$ cat src/rtl/params_pkg.sv
// Shared widths and the access-size encoding used by the processor-side memory path.
package params_pkg;

    localparam int unsigned ADDR_WIDTH = 32;
    localparam int unsigned DATA_WIDTH = 32;

    typedef enum logic {
        BYTE = 1'b0,
        WORD = 1'b1
    } access_size_t;

endpackage

$ cat src/rtl/mem_req_arbiter_if.sv
// Request/response bus between the arbiter (master) and the fixed-latency memory (slave).
interface mem_req_arbiter_if #(
    parameter int unsigned ADDR_WIDTH = params_pkg::ADDR_WIDTH,
    parameter int unsigned DATA_WIDTH = params_pkg::DATA_WIDTH
);

    logic                       rd_req_valid;
    logic                       wr_req_valid;
    logic                       req_is_instr;
    logic [ADDR_WIDTH-1:0]      address;
    logic [DATA_WIDTH-1:0]      wr_data;
    params_pkg::access_size_t   access_size;
    logic                       data_valid;
    logic                       data_is_instr;
    logic [DATA_WIDTH-1:0]      data;

    modport master (
        output rd_req_valid, wr_req_valid, req_is_instr, address, wr_data, access_size,
        input  data_valid, data_is_instr, data
    );

    modport slave (
        input  rd_req_valid, wr_req_valid, req_is_instr, address, wr_data, access_size,
        output data_valid, data_is_instr, data
    );

endinterface

$ cat src/rtl/mem_req_arbiter.sv
// Arbitrates instruction-fetch and data-port requests onto one memory bus, tracks one
// outstanding read per client and polices timeouts and spurious responses.
module mem_req_arbiter
    import params_pkg::*;
#(
    parameter int unsigned ADDR_WIDTH  = params_pkg::ADDR_WIDTH,
    parameter int unsigned DATA_WIDTH  = params_pkg::DATA_WIDTH,
    parameter int unsigned MEM_LATENCY = 10,
    parameter int unsigned TIMEOUT     = 32
) (
    input  logic                  clk_i,
    input  logic                  rst_i,

    input  logic                  if_req_valid_i,
    input  logic [ADDR_WIDTH-1:0] if_addr_i,
    output logic                  if_req_ready_o,
    output logic                  if_rsp_valid_o,
    output logic [DATA_WIDTH-1:0] if_rsp_data_o,

    input  logic                  dp_req_valid_i,
    input  logic                  dp_req_wr_i,
    input  logic [ADDR_WIDTH-1:0] dp_addr_i,
    input  logic [DATA_WIDTH-1:0] dp_wr_data_i,
    input  access_size_t          dp_access_size_i,
    output logic                  dp_req_ready_o,
    output logic                  dp_rsp_valid_o,
    output logic [DATA_WIDTH-1:0] dp_rsp_data_o,

    mem_req_arbiter_if.master     mem,

    output logic [1:0]            err_o
);

    localparam int unsigned DRAIN_W = $clog2(MEM_LATENCY + 2);
    localparam int unsigned TO_W    = $clog2(TIMEOUT + 1);

    typedef enum logic {
        S_IDLE = 1'b0,
        S_WAIT = 1'b1
    } client_state_t;

    client_state_t        if_state, if_state_n;
    client_state_t        dp_state, dp_state_n;
    logic [DRAIN_W-1:0]   drain_cnt;
    logic [TO_W-1:0]      if_to_cnt, dp_to_cnt;
    logic                 rr_dp, rr_dp_n;

    logic drain_done;
    logic if_elig, dp_elig, if_grant, dp_grant;
    logic rsp_hit, if_rsp_fire, dp_rsp_fire, spurious;
    logic if_timeout, dp_timeout;

    always_comb begin
        if_state_n  = if_state;
        dp_state_n  = dp_state;
        rr_dp_n     = rr_dp;

        drain_done  = (drain_cnt == '0);
        if_elig     = drain_done && if_req_valid_i && (if_state == S_IDLE);
        dp_elig     = drain_done && dp_req_valid_i && (dp_state == S_IDLE);
        if_grant    = if_elig && (!dp_elig || !rr_dp);
        dp_grant    = dp_elig && (!if_elig || rr_dp);
        if (if_elig && dp_elig) begin
            rr_dp_n = !rr_dp;
        end

        // Responses during drain belong to reads issued before reset: ignore them entirely.
        rsp_hit     = drain_done && mem.data_valid;
        if_rsp_fire = rsp_hit && mem.data_is_instr && (if_state == S_WAIT);
        dp_rsp_fire = rsp_hit && !mem.data_is_instr && (dp_state == S_WAIT);
        spurious    = rsp_hit && !if_rsp_fire && !dp_rsp_fire;

        if_timeout  = (if_state == S_WAIT) && (if_to_cnt == TO_W'(TIMEOUT - 1)) && !if_rsp_fire;
        dp_timeout  = (dp_state == S_WAIT) && (dp_to_cnt == TO_W'(TIMEOUT - 1)) && !dp_rsp_fire;

        case (if_state)
            S_IDLE:  if (if_grant) if_state_n = S_WAIT;
            S_WAIT:  if (if_rsp_fire || if_timeout) if_state_n = S_IDLE;
            default: if_state_n = S_IDLE;
        endcase

        case (dp_state)
            S_IDLE:  if (dp_grant && !dp_req_wr_i) dp_state_n = S_WAIT;
            S_WAIT:  if (dp_rsp_fire || dp_timeout) dp_state_n = S_IDLE;
            default: dp_state_n = S_IDLE;
        endcase
    end

    assign if_req_ready_o = if_grant;
    assign dp_req_ready_o = dp_grant;

    always_ff @(posedge clk_i) begin
        if (rst_i) begin
            if_state          <= S_IDLE;
            dp_state          <= S_IDLE;
            rr_dp             <= 1'b1;
            drain_cnt         <= DRAIN_W'(MEM_LATENCY + 1);
            if_to_cnt         <= '0;
            dp_to_cnt         <= '0;
            mem.rd_req_valid  <= 1'b0;
            mem.wr_req_valid  <= 1'b0;
            mem.req_is_instr  <= 1'b0;
            mem.address       <= '0;
            mem.wr_data       <= '0;
            mem.access_size   <= BYTE;
            if_rsp_valid_o    <= 1'b0;
            if_rsp_data_o     <= '0;
            dp_rsp_valid_o    <= 1'b0;
            dp_rsp_data_o     <= '0;
            err_o             <= '0;
        end else begin
            if_state <= if_state_n;
            dp_state <= dp_state_n;
            rr_dp    <= rr_dp_n;

            if (!drain_done) begin
                drain_cnt <= drain_cnt - 1'b1;
            end

            // Counters sit at zero while idle, so they start from zero on entry to WAIT.
            if_to_cnt <= (if_state == S_WAIT) ? if_to_cnt + 1'b1 : '0;
            dp_to_cnt <= (dp_state == S_WAIT) ? dp_to_cnt + 1'b1 : '0;

            mem.rd_req_valid <= 1'b0;
            mem.wr_req_valid <= 1'b0;
            mem.req_is_instr <= 1'b0;
            mem.address      <= '0;
            mem.wr_data      <= '0;
            mem.access_size  <= BYTE;
            if (if_grant) begin
                mem.rd_req_valid <= 1'b1;
                mem.req_is_instr <= 1'b1;
                mem.address      <= if_addr_i;
                mem.access_size  <= WORD;
            end else if (dp_grant) begin
                mem.rd_req_valid <= !dp_req_wr_i;
                mem.wr_req_valid <= dp_req_wr_i;
                mem.address      <= dp_addr_i;
                mem.wr_data      <= dp_wr_data_i;
                mem.access_size  <= dp_access_size_i;
            end

            if_rsp_valid_o <= if_rsp_fire;
            dp_rsp_valid_o <= dp_rsp_fire;
            if (if_rsp_fire) begin
                if_rsp_data_o <= mem.data;
            end
            if (dp_rsp_fire) begin
                dp_rsp_data_o <= mem.data;
            end

            err_o <= err_o | {spurious, if_timeout || dp_timeout};
        end
    end

endmodule

$ cat src/flat_wrapper.sv
// flat-port wrapper written by rule: the top's interface ports become plain ports
module mem_req_arbiter_flat import params_pkg::*;
#(
    parameter int unsigned ADDR_WIDTH  = params_pkg::ADDR_WIDTH,
    parameter int unsigned DATA_WIDTH  = params_pkg::DATA_WIDTH,
    parameter int unsigned MEM_LATENCY = 10,
    parameter int unsigned TIMEOUT     = 32
)
  (clk_i, rst_i, if_req_valid_i, if_addr_i, if_req_ready_o, if_rsp_valid_o, if_rsp_data_o, dp_req_valid_i, dp_req_wr_i, dp_addr_i, dp_wr_data_i, dp_access_size_i, dp_req_ready_o, dp_rsp_valid_o, dp_rsp_data_o, err_o, mem_rd_req_valid, mem_wr_req_valid, mem_req_is_instr, mem_address, mem_wr_data, mem_access_size, mem_data_valid, mem_data_is_instr, mem_data);
  mem_req_arbiter_if #(.ADDR_WIDTH(ADDR_WIDTH), .DATA_WIDTH(DATA_WIDTH)) mem_i ();
  input  logic clk_i;
  input  logic rst_i;
  input  logic if_req_valid_i;
  input  logic [ADDR_WIDTH-1:0] if_addr_i;
  output logic if_req_ready_o;
  output logic if_rsp_valid_o;
  output logic [DATA_WIDTH-1:0] if_rsp_data_o;
  input  logic dp_req_valid_i;
  input  logic dp_req_wr_i;
  input  logic [ADDR_WIDTH-1:0] dp_addr_i;
  input  logic [DATA_WIDTH-1:0] dp_wr_data_i;
  input  access_size_t dp_access_size_i;
  output logic dp_req_ready_o;
  output logic dp_rsp_valid_o;
  output logic [DATA_WIDTH-1:0] dp_rsp_data_o;
  output logic [1:0] err_o;
  output wire logic [$bits(mem_i.rd_req_valid)-1:0] mem_rd_req_valid;
  output wire logic [$bits(mem_i.wr_req_valid)-1:0] mem_wr_req_valid;
  output wire logic [$bits(mem_i.req_is_instr)-1:0] mem_req_is_instr;
  output wire logic [$bits(mem_i.address)-1:0] mem_address;
  output wire logic [$bits(mem_i.wr_data)-1:0] mem_wr_data;
  output wire logic [$bits(mem_i.access_size)-1:0] mem_access_size;
  input wire logic [$bits(mem_i.data_valid)-1:0] mem_data_valid;
  input wire logic [$bits(mem_i.data_is_instr)-1:0] mem_data_is_instr;
  input wire logic [$bits(mem_i.data)-1:0] mem_data;
  assign mem_rd_req_valid = mem_i.rd_req_valid;
  assign mem_wr_req_valid = mem_i.wr_req_valid;
  assign mem_req_is_instr = mem_i.req_is_instr;
  assign mem_address = mem_i.address;
  assign mem_wr_data = mem_i.wr_data;
  assign mem_access_size = mem_i.access_size;
  assign mem_i.data_valid = mem_data_valid;
  assign mem_i.data_is_instr = mem_data_is_instr;
  assign mem_i.data = mem_data;
  mem_req_arbiter #(.ADDR_WIDTH(ADDR_WIDTH), .DATA_WIDTH(DATA_WIDTH), .MEM_LATENCY(MEM_LATENCY), .TIMEOUT(TIMEOUT)) u_core (.clk_i(clk_i), .rst_i(rst_i), .if_req_valid_i(if_req_valid_i), .if_addr_i(if_addr_i), .if_req_ready_o(if_req_ready_o), .if_rsp_valid_o(if_rsp_valid_o), .if_rsp_data_o(if_rsp_data_o), .dp_req_valid_i(dp_req_valid_i), .dp_req_wr_i(dp_req_wr_i), .dp_addr_i(dp_addr_i), .dp_wr_data_i(dp_wr_data_i), .dp_access_size_i(dp_access_size_i), .dp_req_ready_o(dp_req_ready_o), .dp_rsp_valid_o(dp_rsp_valid_o), .dp_rsp_data_o(dp_rsp_data_o), .mem(mem_i), .err_o(err_o));
endmodule
$ cat config.mk
export PLATFORM = sky130hd
export DESIGN_NAME = mem_req_arbiter_flat
export DESIGN_NICKNAME = d
export VERILOG_FILES = /design/src/rtl/params_pkg.sv /design/src/rtl/mem_req_arbiter_if.sv /design/src/rtl/mem_req_arbiter.sv /design/src/flat_wrapper.sv
export SDC_FILE = /design/constraint.sdc
export NUM_CORES = 1
export LEC_CHECK = 0
export ABC_AREA = 1
export CAP_MARGIN = 20
export CORE_UTILIZATION = 43
export CTS_CLUSTER_DIAMETER = 40
export DETAILED_ROUTE_END_ITERATION = 6
export PLACE_DENSITY = 0.86
export SYNTH_ARGS = -nofsm -noshare
export SYNTH_HDL_FRONTEND = slang
export SYNTH_SLANG_ARGS = --single-unit
$ cat constraint.sdc
create_clock -name clk_i -period 3.5 [get_ports clk_i]
set_input_delay 0.7 -clock clk_i [delete_from_list [all_inputs] [get_ports clk_i]]
set_output_delay 0.7 -clock clk_i [all_outputs]
set_load 0.03 [all_outputs]
Yosys cells after proc, flatten, opt, wreduce, memory -nomap -nowiden

Cells that the tools add are included.

Equality and inequality tests: 2
$add $sub $neg: 3
Bitwise operators: 4
Muxes and demuxes: 12
Reductions and logical operators: 35

Operator list:

| operator                                          | count |
|---|---|
| 2-to-1 mux 32 bit                                 | 2 |
| logical AND 1 bit                                 | 19 |
| adder 6 x 1 -> 6 bit (second input constant)      | 2 |
| == test 6 x 5 -> 1 bit (second input constant)    | 2 |
| 2-to-1 mux 1 bit                                  | 8 |
| logical NOT 1 bit                                 | 7 |
| logical OR 1 bit                                  | 5 |
| logical NOT 4 bit                                 | 1 |
| case mux 1 bit (2 select lines)                   | 2 |
| OR reduction 2 bit                                | 2 |
| subtractor 4 x 1 -> 4 bit (second input constant) | 1 |
| NOT 1 bit                                         | 3 |
| OR reduction 3 bit                                | 1 |
| OR 2 bit                                          | 1 |

Word-level logic and storage cells: 73
Register bits: 155
Output and inout bits: 138

Longest topological paths before layout

Gate-level depths: netlist of run 1.

Depth after elaboration: 9
Gate-level depth with buffers: 9
Depth with buffers taken out: 9

Worst setup path before layout of run 1

OpenSTA, ideal clock, no wires.

Path type: in2out
Start: in dp_req_valid_i
End: out dp_req_ready_o
Arrival: 1.420 ns
Data required time: 2.800 ns
Cell stages on the path: 3
Buffers on the path: 1
Slack: 1.380 ns
Path through: nand2_1 > nor3_4 > buf_2

Word-level cells in the longest chain between the ends: 3

Ends and longest elaborated chain:

| element                        | line                  | RTL |
|---|---|---|
| start, declared                | flat_wrapper.sv:18    | `input logic dp_req_valid_i;` |
| logical AND 1 bit (2 in a row) | mem_req_arbiter.sv:60 | `dp_elig = drain_done && dp_req_valid_i && (dp_state == S_IDLE);` |
| logical AND 1 bit              | mem_req_arbiter.sv:62 | `dp_grant = dp_elig && (!if_elig \|\| rr_dp);` |
| end, declared                  | flat_wrapper.sv:23    | `output logic dp_req_ready_o;` |

No other way between the ends.

Worst setup path after layout of run 1

Start: in if_req_valid_i
End: out if_req_ready_o

Word-level cells in the longest chain between the ends: 3

Ends and longest elaborated chain:

| element                        | line                  | RTL |
|---|---|---|
| start, declared                | flat_wrapper.sv:13    | `input logic if_req_valid_i;` |
| logical AND 1 bit (2 in a row) | mem_req_arbiter.sv:59 | `if_elig = drain_done && if_req_valid_i && (if_state == S_IDLE);` |
| logical AND 1 bit              | mem_req_arbiter.sv:61 | `if_grant = if_elig && (!dp_elig \|\| !rr_dp);` |
| end, declared                  | flat_wrapper.sv:15    | `output logic if_req_ready_o;` |

No other way between the ends.

==> results.yml, run 1 <==
run_status:
  outcome: "finished clean"
clocking:
  clk_pin_slew_ns: 0.06
  ctsHoldBuffers: 0
  cts_max_level: 4
  clock_latency_ns: 0.41
  cts_made_buffers: 17
  cts.sinks: 155
  postCtsSetupBuffers: 0
  clockRootBuffer: "clkbuf_16"
  ctsResizeCount: 0
  cts_tree: "built"
  clk_path_buf_depth: 2
sta:
  timing.fmax_ghz: 0.346
  hold_viol: 0
  rsz0062_at_grt: "false"
  period_minus_slack_ns: 2.89
  worst_slew_pin_slew_ns: 0.620
  drv_slew: 0
  setup_tns_ns: 0
  relSlewSlack_pct: 58.5
  finClkSkew_ns: 0.00813
  setup_viol: 0
  finalCritPeriodShare_pct: 82.6
  whs_ns: 0.453
floorplanning:
  dieArea_sq_um: 12800
  die-height_um: 113
  coreArea_sq_um: 12000
  initial_core_util_pct: 44.3
  die_w_um: 113
  ios: 274
  rows: 40
drt:
  dr.first_iter.drc_count: 253
  avgRoutedWirePerCell_um: 15.2
  drc: 0
  drt-total-wl_mm: 16.5
  vias_per_cell: 4.79
  antenna_left: 0
  drt_pre_antenna_iters: 5
  vias: 5179
critical_path:
  path_max_fanout: 3
  reg2regPathDepth: 7
  crit_family: "buffers and inverters"
  start_kind: "input pin"
  cp_cell_sequence: "clkdlybuf4s50_1, nand2_1, nor2_1, nand2_1, inv_1, clkdlybuf4s50_1"
  crit_arrival_ns: 2.19
  cp_slowest_cell: "clkdlybuf4s50_1"
  setup.worst_path.end_class: "output pin"
  r2r_setup_slack_ns: 1.31
  path_class: "input pin to output pin"
  critPathRequiredTime_ns: 2.80
  cp.depth: 6
  path_buf_inv: 3
  cpPeakStageDelay_ns: 0.70
global_routing:
  overflow: 0
  grt_pass1_vias: 4745
  grt_use_total_pct: 25.7
  grt_max_degree: 82
  grt_pass1_wl_mm: 24.9
  antenna_found_initial: 0
logic_synthesis:
  synth_cell_types: 24
  seq_area_frac_synth_pct: 58.4
  ys_warn_count: 0
  ys_ff_latch: 155
  synth_area_leaders: "dfxtp_1 (58%), nand2_1 (11%), nand3_1 (6.7%), nor2_1 (6.1%), inv_1 (4.0%)"
  synthCells: 658
  syn_area_sq_um: 5320
  synth.largest_area_cell: "dfxtp_1"
  syn-num-nets: 798
  postSynthAreaPerCell_sq_um: 8.08
  synth_top_area_share_pct: 58.4
layout:
  syn_to_final_growth_pct: 65.1
  drive_gt1_share_pct: 5.25
  layout.cells.non_filler: 1082
  layout.nets: 1063
  final_common_cell: "clkdlybuf4s50_1"
  final_cell_mix: "clkdlybuf4s50_1 (272), dfxtp_1 (155), nand2_1 (150)"
flow_run:
  max-cap-violations: 0
power:
  vdd_ir_drop_max_mv: 0.330
  powerDensity_nw_per_um2: 445
  leakagePower_uw: 0.00376
placement:
  dp.cells: 1051
  dp_hpwl_mm: 11.5
  port_buffers: 273
  gp_congestion: 0.809
worst_hold_path:
  holdPathStages: 1
  hp-class: "flop to flop"
==> cell usage after synthesis (all sizes together) <==
master	count
nand4	3
buf	23
nor2	90
o21ai	39
xor2	2
ha	4
dfxtp	155
nor3	7
o211ai	1
inv	57
xnor2	1
a21oi	40
clkbuf	13
nand2	152
nand3	71
==> flip-flops by register name (all words and copies together) (netlist names), 2 cells and up <==
name / flops
u_core.dp_rsp_data_o: 32
u_core.drain_cnt: 4
u_core.mem.wr_data: 32
u_core.if_rsp_data_o: 32
u_core.if_to_cnt: 6
u_core.dp_to_cnt: 6
u_core.err_o: 2
u_core.mem.address: 32
==> metrics by stage <==
step	utilization (%)	cell area [sq um]	total power (uW)	setup slack (ns)
global route	73.0	8770	4020	0.491
global placement	67.9	8150	2030	0.615
detailed placement	67.9	8150	2030	0.600
floorplan	-	5320	1860	1.38
CTS	73.0	8770	3920	0.589
finish	73.0	8770	3900	0.609
==> per-layer routing <==
| metal | part of all wire (%) | track usage (%) | vias up |
|---|---|---|---|
| li1 | - | - | 2597 |
| met1 | 39 | 27.4 | 2348 |
| met2 | 49 | 44.1 | 212 |
| met3 | 10 | 10.8 | 22 |
| met4 | 2.2 | 11.7 | 0 |
| met5 | 0 | 0 | - |
==> power breakdown <==
part	total, uW	internal (uW)	switching, uW
sequential	1770	1770	4.36
clock	1910	1230	680
combinational	222	150	71.9
total	3900	3150	756
==> final cells by class <==
class,instances,area [sq um]
Clock inverter,6,109
Sequential cell,155,3100
Antenna cell,1,2.50
Clock buffer,24,512
Tap cell,147,184
Fill cell,890,3240
Multi-Input combinational cell,410,1840
Inverter,57,214
Timing Repair Buffer,282,2810
==> final timing paths <==
| check | startpoint | end |
|---|---|---|
| setup / recovery | if_req_valid_i | if_req_ready_o |
| hold reg to reg | u_core.if_to_cnt[0] | u_core.if_to_cnt[0] |
| hold / removal | u_core.if_to_cnt[0] | u_core.if_to_cnt[0] |
| setup reg to reg | u_core.drain_cnt[0] | u_core.mem.wr_data[16] |
==> worst reg2reg max path: stages (launching register included) <==
cell and delay [ns]:
dfxtp_1 0.31, inv_1 0.11, ha_1 0.26, nand2_4 0.13, nor3_4 0.18, buf_4 0.37
nand2_2 0.46, nor2_1 0.27
==> cells by family (layout without fill, tap and decap cells) <==
family / count (synthesis) / count (layout) / synth area share [%]
compound gates: 80 / 80 / 7.58
other cells: 0 / 1 / 0
xor+xnor: 3 / 3 / 0.494
buf+inv: 93 / 369 / 7.06
flops: 155 / 155 / 58.4
fa+ha+maj: 4 / 4 / 0.942
simple gates: 323 / 323 / 25.5
(Power assumes the default switching activity.)
==> run 2: changes to the inputs <==
--- a/config.mk
+++ b/config.mk
@@ -7,10 +7,10 @@
 export LEC_CHECK = 0
 export ABC_AREA = 1
 export CAP_MARGIN = 20
-export CORE_UTILIZATION = 43
+export CORE_UTILIZATION = 40
 export CTS_CLUSTER_DIAMETER = 40
 export DETAILED_ROUTE_END_ITERATION = 6
-export PLACE_DENSITY = 0.86
+export PLACE_DENSITY = 0.81
 export SYNTH_ARGS = -nofsm -noshare
 export SYNTH_HDL_FRONTEND = slang
 export SYNTH_SLANG_ARGS = --single-unit
==> constraint.sdc (replaced) <==
create_clock -name clk_i -period 2.7 [get_ports clk_i]
set_input_delay 0.54 -clock clk_i [delete_from_list [all_inputs] [get_ports clk_i]]
set_output_delay 0.54 -clock clk_i [all_outputs]
set_load 0.03 [all_outputs]
==> results.yml, run 2 (synthesis gave the netlist of run 1 again) <==
run_status:
  outcome: "finished clean"
sta:
  timing.fmax_ghz: 0.412
  setup_tns_ns: 0
  worst_slew_pin_slew_ns: 0.615
  finClkSkew_ns: 0.0136
  whs_ns: 0.450
  setup_viol: 0
  relSlewSlack_pct: 58.8
  period_minus_slack_ns: 2.43
  drv_slew: 0
  finalCritPeriodShare_pct: 89.9
  hold_viol: 0
  rsz0062_at_grt: "false"
drt:
  dr.first_iter.drc_count: 410
  antenna_left: 0
  drt_pre_antenna_iters: 4
  vias_per_cell: 4.66
  drc: 0
  avgRoutedWirePerCell_um: 15.0
  vias: 5173
  drt-total-wl_mm: 16.7
floorplanning:
  die_w_um: 117
  ios: 274
  die-height_um: 117
  rows: 41
  dieArea_sq_um: 13800
  coreArea_sq_um: 12800
  initial_core_util_pct: 41.6
power:
  powerDensity_nw_per_um2: 561
  power.internal_uw: 3880
  leakagePower_uw: 0.00375
  clkPwrFrac_pct: 47.5
  p_sw_share_pct: 21.3
  power_frac_seq_pct: 46.7
  power_frac_comb_pct: 5.9
  vdd_ir_drop_max_mv: 0.450
  power_switching_uw: 1050
critical_path:
  cp_slowest_cell: "dlygate4sd2_1"
  cpPeakStageDelay_ns: 0.43
  critPathRequiredTime_ns: 2.16
  crit_arrival_ns: 1.89
  path_class: "flop to output pin"
  path_common_cell: "inv_1"
  path_buf_inv: 3
  crit_family: "buffers and inverters"
  cp_cell_sequence: "inv_1, ha_1, nand2_4, nor2_1, nand2_1, inv_1, dlygate4sd2_1"
  setup.worst_path.end_class: "output pin"
  path_max_fanout: 9
  start_kind: "flop"
clocking:
  clockRootBuffer: "clkbuf_16"
  clock_latency_ns: 0.42
  cts_tree: "built"
  cts_max_level: 4
  clk_path_buf_depth: 2
  cts.sinks: 155
  clk_pin_slew_ns: 0.06
  postCtsSetupBuffers: 0
  ctsHoldBuffers: 0
  cts_made_buffers: 17
  ctsResizeCount: 1
layout:
  layout.cells.non_filler: 1109
  design_area_sq_um: 8790
  drive_gt1_share_pct: 5.55
  layout.nets: 1064
  utilization_pct: 68.8
  final_common_cell: "clkdlybuf4s50_1"
  final.fill_count: 1018
  syn_to_final_growth_pct: 65.3
  final_cell_mix: "clkdlybuf4s50_1 (271), dfxtp_1 (155), nand2_1 (150)"
  diodes: 0
placement:
  port_buffers: 273
  dp.cells: 1077
  placed_area_sq_um: 8200
  gp_congestion: 0.791
  dp_hpwl_mm: 11.8
flow_run:
  max-cap-violations: 0
worst_hold_path:
  hp-class: "flop to flop"
global_routing:
  grt_max_degree: 57
  grt_pass1_vias: 4632
  grt_use_total_pct: 23.6
  grt_pass1_wl_mm: 23.9
  antenna_found_initial: 1
  overflow: 0
[run 2: cell count changes in the layout (fill, tap and decap cells not counted)]
| cell | change |
|---|---|
| inv_6 | +2 |
| dlygate4sd2_1 | +1 |
| clkinvlp_4 | +2 |
| bufinv_16 | -1 |
| clkinv_4 | +3 |
| buf_12 | +1 |
| clkdlybuf4s50_1 | -1 |
| clkbuf_8 | -5 |
| clkinv_2 | +1 |
| diode_2 | -1 |
[run 2: through the flow]
step	power (uW)	worst slack, ns
final	4930	0.272
after global routing	5100	0.144
after CTS	4980	0.258
after detailed placement	2640	0.113
after global placement	2630	0.154
after floorplan	2410	0.838
[run 2: path summary, 6_finish.rpt]
kind | start | to | slack, ns | cells after the start
worst max-delay path | u_core.drain_cnt[0] | if_req_ready_o | 0.27 | 7
worst min-delay path | u_core.if_to_cnt[0] | u_core.if_to_cnt[0] | 0.45 | 1
worst max register to register | u_core.drain_cnt[0] | u_core.if_state | 0.95 | 9
worst min register to register | u_core.if_to_cnt[0] | u_core.if_to_cnt[0] | 0.45 | 1
[run 2: metal layers]
metal | routed length [um] | track usage (%) | part of all wire (%)
met1 | 6340 | 24.4 | 38
met2 | 7960 | 40.3 | 48
met3 | 1930 | 11.7 | 12
met4 | 429 | 10.3 | 2.6
met5 | 13 | 0 | 0.078
[run 2: power groups by stage]
stage / sequential (uW) / combinational, uW / clock (uW)
after floorplan: 2350 / 60.8 / 0
after global placement: 2350 / 283 / 0
after detailed placement: 2350 / 287 / 0
after CTS: 2300 / 289 / 2390
after global routing: 2300 / 313 / 2490
final: 2300 / 289 / 2340
[run 2: layout make-up]
| type | instances | area (sq um) | share of cell area (%) |
|---|---|---|---|
| Sequential cell | 155 | 3100 | 35.3 |
| Clock inverter | 13 | 143 | 1.62 |
| Multi-Input combinational cell | 410 | 1840 | 20.9 |
| Inverter | 57 | 214 | 2.44 |
| Timing Repair Buffer | 283 | 2830 | 32.2 |
| Clock buffer | 19 | 443 | 5.04 |
| Tap cell | 172 | 215 | 2.45 |
[run 2: worst register-to-register path, delay by kind of cell, from the launching register on]
| kind | cells | cell delay [ns] |
|---|---|---|
| buf+inv | 3 | 0.63 |
| fa+ha+maj | 1 | 0.26 |
| flops | 1 | 0.31 |
| simple gates | 4 | 0.39 |
| compound gates | 1 | 0.10 |
